`config.mk`:
```
export PLATFORM = sky130hd
export DESIGN_NAME = uart_block_feeder
export DESIGN_NICKNAME = d
export VERILOG_FILES = /design/src/rtl/uart_feed_pkg.sv /design/src/rtl/uart_block_feeder.sv
export SDC_FILE = /design/constraint.sdc
export NUM_CORES = 1
export LEC_CHECK = 0
export CORE_AREA = 4 4 89 91
export DETAILED_ROUTE_END_ITERATION = 6
export DIE_AREA = 0 0 93 95
export DONT_BUFFER_PORTS = 1
export HOLD_SLACK_MARGIN = 0.15
export PLACE_DENSITY = 0.78
export REMOVE_ABC_BUFFERS = 1
export SYNTH_ARGS = -nofsm -noshare
export SYNTH_HDL_FRONTEND = slang
export SYNTH_SLANG_ARGS = --single-unit
```
`constraint.sdc`:
```
create_clock -name CLK -period 4.1 [get_ports CLK]
set_input_delay 0.615 -clock CLK [delete_from_list [all_inputs] [get_ports CLK]]
set_output_delay 0.615 -clock CLK [all_outputs]
set_load 0.03 [all_outputs]
```
`src/rtl/uart_feed_pkg.sv`:
```
//==============================================================================
// Module      : uart_feed_pkg
// Description : Shared types and helpers for the UART block feeder.
//               - feed_state_t    : sequencer state encoding
//               - CHAR_CR/CHAR_LF : line terminator characters (hex mode)
//               - nibble_to_ascii : 4-bit value -> uppercase ASCII hex digit
// Revision    : 1.0 - initial release
//==============================================================================
`default_nettype none

package uart_feed_pkg;

    typedef enum logic [2:0] {
        IDLE  = 3'd0,
        ISSUE = 3'd1,
        ACK   = 3'd2,
        DRAIN = 3'd3,
        NEXT  = 3'd4
    } feed_state_t;

    localparam logic [7:0] CHAR_CR = 8'h0D;
    localparam logic [7:0] CHAR_LF = 8'h0A;

    // 0-9 map onto '0'..'9' (8'h30..8'h39); A-F map onto 'A'..'F' (8'h41..8'h46).
    function automatic logic [7:0] nibble_to_ascii(input logic [3:0] nib);
        if (nib < 4'd10) begin
            return 8'h30 + {4'h0, nib};
        end
        return 8'h37 + {4'h0, nib};
    endfunction

endpackage

`default_nettype wire

```
`src/rtl/uart_block_feeder.sv`:
```
//==============================================================================
// Module      : uart_block_feeder
// Description : Accepts one NBYTES-wide block per valid/ready handshake and
//               feeds it, byte 0 first, to a UART transmitter through its
//               START/DATA/BUSY interface, one character at a time.
//               Build option UART_FEED_HEX_EN: each byte is rendered as two
//               uppercase ASCII hex digits (high nibble first), followed by
//               CR LF. Without it, bytes are sent raw with no terminator.
// Ports       : CLK       - system clock
//               RST       - synchronous active-high reset
//               IN_DATA   - block; byte k = IN_DATA[8k+7:8k]
//               IN_VALID  - block available
//               IN_READY  - feeder idle, can accept a block
//               TX_START  - one-cycle start pulse to the transmitter
//               TX_DATA   - character, held until the next TX_START
//               TX_BUSY   - transmitter busy
//               ACTIVE    - block in progress
//               ERR       - sticky ACK-timeout flag, cleared only by RST
// Revision    : 1.0 - initial release
//==============================================================================
`default_nettype none

module uart_block_feeder
    import uart_feed_pkg::*;
#(
    parameter int NBYTES      = 8,
    parameter int ACK_TIMEOUT = 15
) (
    input  logic                  CLK,
    input  logic                  RST,
    input  logic [8*NBYTES-1:0]   IN_DATA,
    input  logic                  IN_VALID,
    output logic                  IN_READY,
    output logic                  TX_START,
    output logic [7:0]            TX_DATA,
    input  logic                  TX_BUSY,
    output logic                  ACTIVE,
    output logic                  ERR
);

`ifdef UART_FEED_HEX_EN
    localparam int NCHARS = 2 * NBYTES + 2;
`else
    localparam int NCHARS = NBYTES;
`endif
    localparam int IDX_W = $clog2(NCHARS + 1);
    localparam int CNT_W = $clog2(ACK_TIMEOUT + 1);

    feed_state_t          r_state;
    feed_state_t          w_state_nxt;
    logic [8*NBYTES-1:0]  r_buf;
    logic [IDX_W-1:0]     r_idx;
    logic [CNT_W-1:0]     r_ack_cnt;
    logic                 r_tx_start;
    logic [7:0]           r_tx_data;
    logic                 r_err;

    logic                 w_accept;
    logic                 w_issue;
    logic                 w_ack_timeout;
    logic                 w_last;
    logic [IDX_W-1:0]     w_byte_sel;
    logic [7:0]           w_byte;
    logic [7:0]           w_char;

    //--------------------------------------------------------------------------
    // Control strobes
    //--------------------------------------------------------------------------
    always_comb begin
        w_accept      = (r_state == IDLE) && IN_VALID;
        w_issue       = (r_state == ISSUE) && !TX_BUSY;
        w_ack_timeout = (r_state == ACK) && !TX_BUSY &&
                        (r_ack_cnt == CNT_W'(ACK_TIMEOUT));
        w_last        = (r_idx == IDX_W'(NCHARS - 1));
    end

    //--------------------------------------------------------------------------
    // Next-state logic
    //--------------------------------------------------------------------------
    always_comb begin
        w_state_nxt = r_state;
        case (r_state)
            IDLE: begin
                if (w_accept) begin
                    w_state_nxt = ISSUE;
                end
            end
            ISSUE: begin
                if (w_issue) begin
                    w_state_nxt = ACK;
                end
            end
            ACK: begin
                if (TX_BUSY) begin
                    w_state_nxt = DRAIN;
                end else if (w_ack_timeout) begin
                    // Transmitter never acknowledged: count the character as
                    // sent so the block still completes.
                    w_state_nxt = NEXT;
                end
            end
            DRAIN: begin
                if (!TX_BUSY) begin
                    w_state_nxt = NEXT;
                end
            end
            NEXT: begin
                w_state_nxt = w_last ? IDLE : ISSUE;
            end
            default: begin
                w_state_nxt = IDLE;
            end
        endcase
    end

    //--------------------------------------------------------------------------
    // Character selection: mux over the block buffer by character index
    //--------------------------------------------------------------------------
`ifdef UART_FEED_HEX_EN
    assign w_byte_sel = r_idx >> 1;
`else
    assign w_byte_sel = r_idx;
`endif

    always_comb begin
        w_byte = 8'h00;
        for (int k = 0; k < NBYTES; k++) begin
            if (int'(w_byte_sel) == k) begin
                w_byte = r_buf[8*k +: 8];
            end
        end
    end

    always_comb begin
`ifdef UART_FEED_HEX_EN
        if (int'(r_idx) == 2 * NBYTES) begin
            w_char = CHAR_CR;
        end else if (int'(r_idx) == 2 * NBYTES + 1) begin
            w_char = CHAR_LF;
        end else begin
            // Even index carries the high nibble so each byte reads naturally.
            w_char = nibble_to_ascii(r_idx[0] ? w_byte[3:0] : w_byte[7:4]);
        end
`else
        w_char = w_byte;
`endif
    end

    //--------------------------------------------------------------------------
    // State and datapath registers
    //--------------------------------------------------------------------------
    always_ff @(posedge CLK) begin
        if (RST) begin
            r_state    <= IDLE;
            r_buf      <= '0;
            r_idx      <= '0;
            r_ack_cnt  <= '0;
            r_tx_start <= 1'b0;
            r_tx_data  <= 8'h00;
            r_err      <= 1'b0;
        end else begin
            r_state    <= w_state_nxt;
            r_tx_start <= w_issue;

            if (w_accept) begin
                r_buf <= IN_DATA;
                r_idx <= '0;
            end

            if (w_issue) begin
                // TX_DATA changes only here, so it stays stable across the
                // whole frame and until the next start pulse.
                r_tx_data <= w_char;
                r_ack_cnt <= CNT_W'(1);
            end else if ((r_state == ACK) && !TX_BUSY && !w_ack_timeout) begin
                r_ack_cnt <= r_ack_cnt + CNT_W'(1);
            end

            if (w_ack_timeout) begin
                r_err <= 1'b1;
            end

            if (r_state == NEXT) begin
                r_idx <= w_last ? '0 : r_idx + IDX_W'(1);
            end
        end
    end

    assign IN_READY = (r_state == IDLE);
    assign ACTIVE   = (r_state != IDLE);
    assign TX_START = r_tx_start;
    assign TX_DATA  = r_tx_data;
    assign ERR      = r_err;

endmodule

`default_nettype wire

```
* Word level (Yosys, flattened, before mapping)
Index checks and enable logic that the tools add are counted.
** Word-level totals
- Register bits :: 85
- Bits of input ports :: 68
- Output and inout bits :: 12
** Operators by class
- Equal/unequal tests :: 17
- Reductions and logical operators :: 14
- Mux-type cells :: 20
- Add/subtract/negate cells :: 2
** Operator list (count)
- $mux 8 :: 8
- $eq 4x4->1 const B :: 5
- $mux 3 :: 5
- $pmux 3 s5 :: 1
- $eq 4x3->1 const B :: 3
- $mux 4 :: 3
- $add 4x1->4 const B :: 2
- $eq 3x2->1 const B :: 2
- $logic_and 1x1->1 :: 5
- $eq 4x2->1 const B :: 1
- $logic_not 4->1 :: 1
- $ne 2x2->1 const B :: 2
- $reduce_and 4->1 :: 1
- $reduce_bool 2->1 :: 2
- $eq 3x1->1 const B :: 1
- $eq 3x3->1 const B :: 1
- $logic_not 3->1 :: 1
- $mux 1 :: 3
- $ne 3x3->1 const B :: 1
- $reduce_bool 3->1 :: 1
- $logic_not 1->1 :: 2
- $ne 2x1->1 const B :: 1
- $reduce_or 2->1 :: 1

* Longest topological paths before layout
Gate-level depths: netlist of run 1.
- Depth in word-level cells :: 9
- Gate-level depth with buffers :: 8

* Least setup slack after synthesis of run 1
Ideal clock, no wire load.
- Kind :: flip-flop to output port
- Start :: reg r_state[2]
- End :: out ACTIVE
- Slack :: 2.240 ns
- Data arrival time :: 1.245 ns
- Cell stages (with the launch flop) :: 4
- Data required time :: 3.485 ns
- Buffers on the path :: 1
- Path through :: dfxtp_1 -> buf_6 -> nor3_2 -> inv_1
** On the way
- Longest elaborated chain between the ends :: 1
** RTL lines
- from (decl) :: RTL line uart_block_feeder.sv:49 : feed_state_t r_state;
- from (signal assigned) :: RTL line uart_block_feeder.sv:162 : r_state <= w_state_nxt;
- $reduce_bool 3->1 :: RTL line uart_block_feeder.sv:190 : assign ACTIVE = (r_state != IDLE);
- to (decl) :: RTL line uart_block_feeder.sv:37 : output logic ACTIVE,
No other way between the ends.

* Worst setup path in the final report of run 1
- Start :: reg r_state[2]
- End :: reg r_buf[16]
** On the way
- Longest elaborated chain between the ends :: 2
** RTL lines
- $logic_not 3->1
- via IN_READY :: RTL line uart_block_feeder.sv:33 : output logic IN_READY,
- $logic_and 1x1->1 :: RTL line uart_block_feeder.sv:70 : w_accept = (r_state == IDLE) && IN_VALID;
- to (signal assigned) :: RTL line uart_block_feeder.sv:155 : r_buf <= '0;
- to (signal assigned) :: RTL line uart_block_feeder.sv:166 : r_buf <= IN_DATA;
- to (decl) :: RTL line uart_block_feeder.sv:51 : logic [8*NBYTES-1:0] r_buf;
The timed path passes the listed nets, and every way through them passes these cells.
A chain may end at the register's enable or synchronous reset.

==> flow_summary_export.csv, run 1 <==
group,metric,value,unit
status,status,"finished clean",
power,powerDensity,415,nW/um^2
floorplanning,rows,31,
layout,multi_input_area,1930,sq um
clocking,ctsHoldBuffers,0,
layout,layout-drive-gt1-share,5.05,%
sta,max_freq,392,MHz
synthesis,synthTopCellsByArea,"dfxtp_1 (44%), nand2_1 (15%), a21oi_1 (13%), clkbuf_1 (2.7%), o21ai_0 (2.3%)",
sta,min_period,2550,ps
setup_path,cpMaxStageDelayCell,"and2_2",
route,routed_wl,9290,um
worst_hold_path,hold_path_class,"in2reg",
layout,final_util,56.2,%
floorplanning,die_h,95,um
synthesis,yosys_warnings,0,
synthesis,synth-main-ff-cell,"dfxtp_1",
sta,timing.final.hold_violations,0,
sta,setup_violations,0,
sta,tns,0,ps
floorplanning,core_area,7140,sq um
job,max_cap_violations,0,
grt,grt_usage,21.3,%
layout,syn2layout_area_growth,3.92,%
sta,finalMaxSlewViolations,0,
clocking,root_buffer,"clkbuf_8",
setup_path,cp.arrival,2820,ps
setup_path,crit_path_start_kind,"flop",
synthesis,synthArstFlopShare,0,%
synthesis,yosysMostFrequentCell,"nand2_1",
route,firstDrtPassIters,5,
floorplanning,die_area,8840,sq um
synthesis,syn_area,3860,sq um
grt,grt_pass1_vias,3034,
synthesis,synth_seq_cells,85,
clocking,clk_latency,350,ps
synthesis,ys_seq_area_share,44.1,%
clocking,cts_tree,"yes",
setup_path,cp_top_family,"simple AND/OR/NAND/NOR gates",
synthesis,syn_inst,519,
clocking,clockBufferDepth,2,
synthesis,synth_area_per_cell,7.44,sq um
clocking,cts.repair.resized,0,
sta,rsz0062_at_grt,"no",
synthesis,yosys.area.top_type,"dfxtp_1",
setup_path,cp_max_fo,64,
sta,holdWs,328,ps
power,power.leakage,0.00142,uW
setup_path,crit_buf_inv,0,
grt,antenna_found_initial,0,
clocking,htree_num_levels,3,
clocking,clock_sinks,85,
layout,n_antenna_cell,0,
route,drc,0,
floorplanning,die_width,93,um
route,drt_iter0_drc,198,
setup_path,cp-end-kind,"flop",
placement,gp_congestion,0.807,
layout,nets,564,
sta,fin_crit_sh,62.2,%
setup_path,crit_required,4370,ps
sta,clock_skew,12.5,ps
placement,dpl.hpwl,5990,um
grt,grt-ovfl-total,0,
sta,slew_headroom,18.7,%
floorplanning,initial_utilization,54.1,%
setup_path,cp_slowest_stage_delay,1040,ps
route,vias,3341,
grt,grt_pass1_wl,14900,um
layout,regArea,1700,sq um
floorplanning,io_pins,80,
synthesis,synth_top_area_share,44.1,%
route,avgViaCountPerCell,5.62,
power,ir_drop,0.177,mV
placement,port_buffers,0,
synthesis,synthDistinctLibCells,45,
sta,tightest_slew,1210,ps
route,wire_per_inst,15.6,um
grt,grt_max_degree,75,
route,antenna_left,0,
clocking,post_cts_buffers,0,
layout,fillers,718,
synthesis,synth_common_cells,"nand2_1 (156), a21oi_1 (98), dfxtp_1 (85)",
setup_path,critPathKind,"reg2reg",
setup_path,path_cells,"nor3_2, and2_2, nand2_1, a21oi_1",
synthesis,synth-edff-count,0,
clocking,cts-buffers-inserted,9,
clocking,path_clk_slew,90,ps
sequential cells by signal, indices dropped and copies added, names as in the netlist:
name / cells
r_ack_cnt: 4
ERR: 1
r_state: 3
r_buf: 64
TX_DATA: 8
r_idx: 4
TX_START: 1
worst register-to-register path, stage by stage (launching register included):
cell and delay [ps]:
dfxtp_1 410, nor3_2 620, and2_2 1040, nand2_1 190
a21oi_1 200
cell families after synthesis:
group,share of synthesized area (%)
DFF,44.1
AOI/OAI and AO/OA,24.0
and+or+nand+nor,23.5
xor gates and xnor gates,0.454
adders and majority gates,1.62
buffers and inverters,6.06
muxes,0.259
power by group:
group          leakage, uW  internal (uW)  switching, uW
sequential        0.000695            877           35.4
clock            0.0000992            294            288
combinational     0.000625           56.2            112
routing by layer:
| metal | routed length, um | global-route usage (%) | vias up | part of all wire [%] |
|---|---|---|---|---|
| li1 | - | - | 1692 | - |
| met1 | 4220 | 27.9 | 1529 | 45 |
| met2 | 4360 | 34.6 | 106 | 47 |
| met3 | 575 | 4.94 | 14 | 6.2 |
| met4 | 136 | 6.96 | 0 | 1.5 |
| met5 | 0 | 0 | - | 0 |
layout make-up:
type / count / share of cell area [%]
Timing Repair Buffer: 1 / 0.187
Clock buffer: 11 / 3.52
Clock inverter: 4 / 1.22
Multi-Input combinational cell: 378 / 48.1
Sequential cell: 85 / 42.4
Tap cell: 99 / 3.09
Inverter: 16 / 1.50
final timing paths:
path                           start                endpoint  slack, ps  cells past startpoint
max          r_state[2]$_SDFFE_PP0P_  r_buf[16]$_SDFFE_PP0P_       1550                      4
min                              RST   r_buf[0]$_SDFFE_PP0P_        330                      1
max reg2reg  r_state[2]$_SDFFE_PP0P_  r_buf[16]$_SDFFE_PP0P_       1550                      4
min reg2reg   r_buf[17]$_SDFFE_PP0P_  r_buf[17]$_SDFFE_PP0P_        450                      2
stage by stage:
step | worst slack [ps] | instances | instance area, sq um | total power (uW)
2_1_floorplan | 1650 | 479 | 3690 | 1060
3_3_place_gp | 1650 | 579 | 3820 | 1090
3_5_place_dp | 1580 | 579 | 3820 | 1100
4_1_cts | 1560 | 594 | 4010 | 1670
5_1_grt | 1400 | 594 | 4010 | 1740
6_report | 1550 | 594 | 4010 | 1660
layout by cell type, fill, tap and decap left out, drive strengths merged, types with 2 or more instances in the layout:
master	count
nand2	156
a21oi	98
dfxtp	85
o21ai	31
inv	16
nor2	16
nor2b	14
clkbuf	11
a2111oi	6
a2bb2oi	6
a32oi	6
nand3	5
ha	5
a221oi	3
or3b	3
clkinv	3
nand2b	2
or3	2
a311oi	2
o221ai	2
xor2	2
nor3	2
a21o	2
Power figures use the tool's default switching activity.
==> inputs of run 2 (changes only) <==
--- a/config.mk
+++ b/config.mk
@@ -5,9 +5,10 @@
 export SDC_FILE = /design/constraint.sdc
 export NUM_CORES = 1
 export LEC_CHECK = 0
-export CORE_AREA = 4 4 89 91
+export ABC_AREA = 1
+export CORE_AREA = 4 4 90 92
 export DETAILED_ROUTE_END_ITERATION = 6
-export DIE_AREA = 0 0 93 95
+export DIE_AREA = 0 0 94 96
 export DONT_BUFFER_PORTS = 1
 export HOLD_SLACK_MARGIN = 0.15
 export PLACE_DENSITY = 0.78
==> constraint.sdc (replaced) <==
create_clock -name CLK -period 2.64 [get_ports CLK]
set_input_delay 0.396 -clock CLK [delete_from_list [all_inputs] [get_ports CLK]]
set_output_delay 0.396 -clock CLK [all_outputs]
set_load 0.03 [all_outputs]
==> flow_summary_export.csv, run 2 <==
group,metric,value,unit
layout,final_cell_mix,"nand2_1 (92), dfxtp_1 (85), o21ai_0 (74)",
grt,grt_pass1_vias,3063,
route,vias,3440,
synthesis,yosys.area.top_type,"dfxtp_1",
synthesis,synth-edff-count,0,
floorplanning,initial_utilization,54.2,%
route,avgViaCountPerCell,5.31,
placement,pre_cts_slack,541,ps
setup_path,crit_buf_inv,3,
clocking,clk_latency,350,ps
grt,grt_max_degree,105,
sta,rsz0062_at_grt,"no",
setup_path,cp_slowest_stage_delay,370,ps
route,drt_iter0_drc,235,
placement,gp_congestion,0.857,
floorplanning,die_width,94,um
synthesis,synthTopCellsByArea,"dfxtp_1 (44%), o21ai_0 (9.5%), nand2_1 (8.8%), a21oi_1 (8.2%), inv_1 (6.9%)",
route,firstDrtPassIters,6,
job,max_cap_violations,0,
synthesis,synthArstFlopShare,0,%
sta,max_freq,476,MHz
sta,finalMaxSlewViolations,0,
route,antenna_left,0,
setup_path,cp-end-kind,"flop",
power,powerDensity,854,nW/um^2
floorplanning,core_area,7210,sq um
layout,n_antenna_cell,0,
clocking,clockBufferDepth,2,
sta,fin_crit_sh,79.6,%
setup_path,cp.arrival,2320,ps
synthesis,yosys_warnings,0,
sta,tightest_slew,845,ps
layout,fillers,720,
sta,min_period,2100,ps
route,wire_per_inst,13.5,um
grt,grt_usage,19.9,%
placement,dpl.hpwl,6140,um
synthesis,synth-main-ff-cell,"dfxtp_1",
clocking,clock_sinks,85,
synthesis,synth_seq_cells,85,
clocking,htree_num_levels,3,
floorplanning,die_area,9020,sq um
sta,timing.final.hold_violations,0,
synthesis,synth_area_per_cell,7.00,sq um
setup_path,critPathKind,"reg2reg",
grt,grt_pass1_wl,14100,um
sta,tns,0,ps
worst_hold_path,hold_path_class,"in2reg",
synthesis,ys_seq_area_share,43.5,%
layout,layout-drive-gt1-share,5.46,%
setup_path,cp_max_fo,104,
sta,worst_slack,538,ps
power,power.leakage,0.00178,uW
floorplanning,rows,31,
setup_path,path_cells,"nor2_2, inv_2, nor2_4, inv_4, nor2_8, inv_4, o21ai_0, a21oi_1",
setup_path,cp_top_family,"simple AND/OR/NAND/NOR gates",
layout,syn2layout_area_growth,4.35,%
synthesis,yosysMostFrequentCell,"nand2_1",
setup_path,cpMaxStageDelayCell,"dfxtp_1",
clocking,cts_tree,"yes",
layout,top_register,"r_buf",
floorplanning,die_h,96,um
placement,port_buffers,0,
power,ir_drop,0.370,mV
synthesis,syn_area,3910,sq um
grt,antenna_found_initial,0,
layout,final_common_cell,"nand2_1",
layout,nets,617,
floorplanning,io_pins,80,
clocking,cts-buffers-inserted,9,
synthesis,synth_common_cells,"nand2_1 (92), dfxtp_1 (85), o21ai_0 (74)",
synthesis,syn_inst,559,
layout,final_util,56.6,%
status,status,"finished clean",
clocking,root_buffer,"clkbuf_8",
placement,place_area,3880,sq um
layout,design_area,4080,sq um
layout,largest_register_ffs,64,
sta,slew_headroom,43.7,%
sta,clock_skew,9.56,ps
synthesis,synthDistinctLibCells,28,
setup_path,worst_path_most_repeated_cell,"inv_4",
synthesis,synth_top_area_share,43.5,%
setup_path,crit_path_start_kind,"flop",
setup_path,crit_required,2850,ps
route,drc,0,
grt,grt-ovfl-total,0,
clocking,path_clk_slew,90,ps
route,routed_wl,8780,um
sta,setup_violations,0,
==> run 2: worst paths after layout <==
check                          startpoint                     end  slack, ps  cells after the start
setup / recovery  r_state[1]$_SDFFE_PP0P_  r_buf[42]$_SDFFE_PP0P_        540                      8
hold / removal                IN_DATA[15]  r_buf[15]$_SDFFE_PP0P_        180                      2
setup reg to reg  r_state[1]$_SDFFE_PP0P_  r_buf[42]$_SDFFE_PP0P_        540                      8
hold reg to reg    r_buf[54]$_SDFFE_PP0P_  r_buf[54]$_SDFFE_PP0P_        450                      2
==> run 2: power by group <==
group / switching, uW / internal (uW)
registers: 135 / 1560
logic: 660 / 264
clock network: 468 / 393
==> run 2: cell families after synthesis <==
logic type | count (synthesis) | share of synthesized area (%)
DFF | 85 | 43.5
xor gates and xnor gates | 2 | 0.448
AOI/OAI and AO/OA | 139 | 17.9
and+or+nand+nor | 222 | 24.5
adders and majority gates | 5 | 1.60
buffers and inverters | 106 | 12.1
==> run 2: layout make-up <==
class / instances / area [sq um] / share of cell area [%]
multi-input cells: 368 / 1740 / 42.6
flip-flops and latches: 85 / 1700 / 41.7
inverters: 77 / 294 / 7.20
clock buffers: 11 / 151 / 3.71
well taps: 99 / 124 / 3.03
repair buffers: 3 / 37.5 / 0.920
clock inverters: 5 / 35.0 / 0.858
==> run 2: repair_timing <==
action                    4_1_cts  5_1_grt
hold buffers                    1        0
setup buffers                   0        0
hold endpoints to repair        8        0
gates resized for setup         0        0
==> run 2: metrics by stage <==
stage | hold slack, ps | std cells | total power, uW
2_1_floorplan | 427 | 530 | 2420
3_5_place_dp | 443 | 631 | 2650
4_1_cts | 169 | 648 | 3500
5_1_grt | 160 | 648 | 3730
3_3_place_gp | 436 | 631 | 2600
6_report | 178 | 648 | 3480
==> run 2: metal layers <==
metal	up-vias	GRT usage [%]	routed length, um
li1	1765	-	-
met1	1551	25.4	3810
met2	111	32.3	4220
met3	13	4.61	563
met4	0	8.66	182
met5	-	0	0
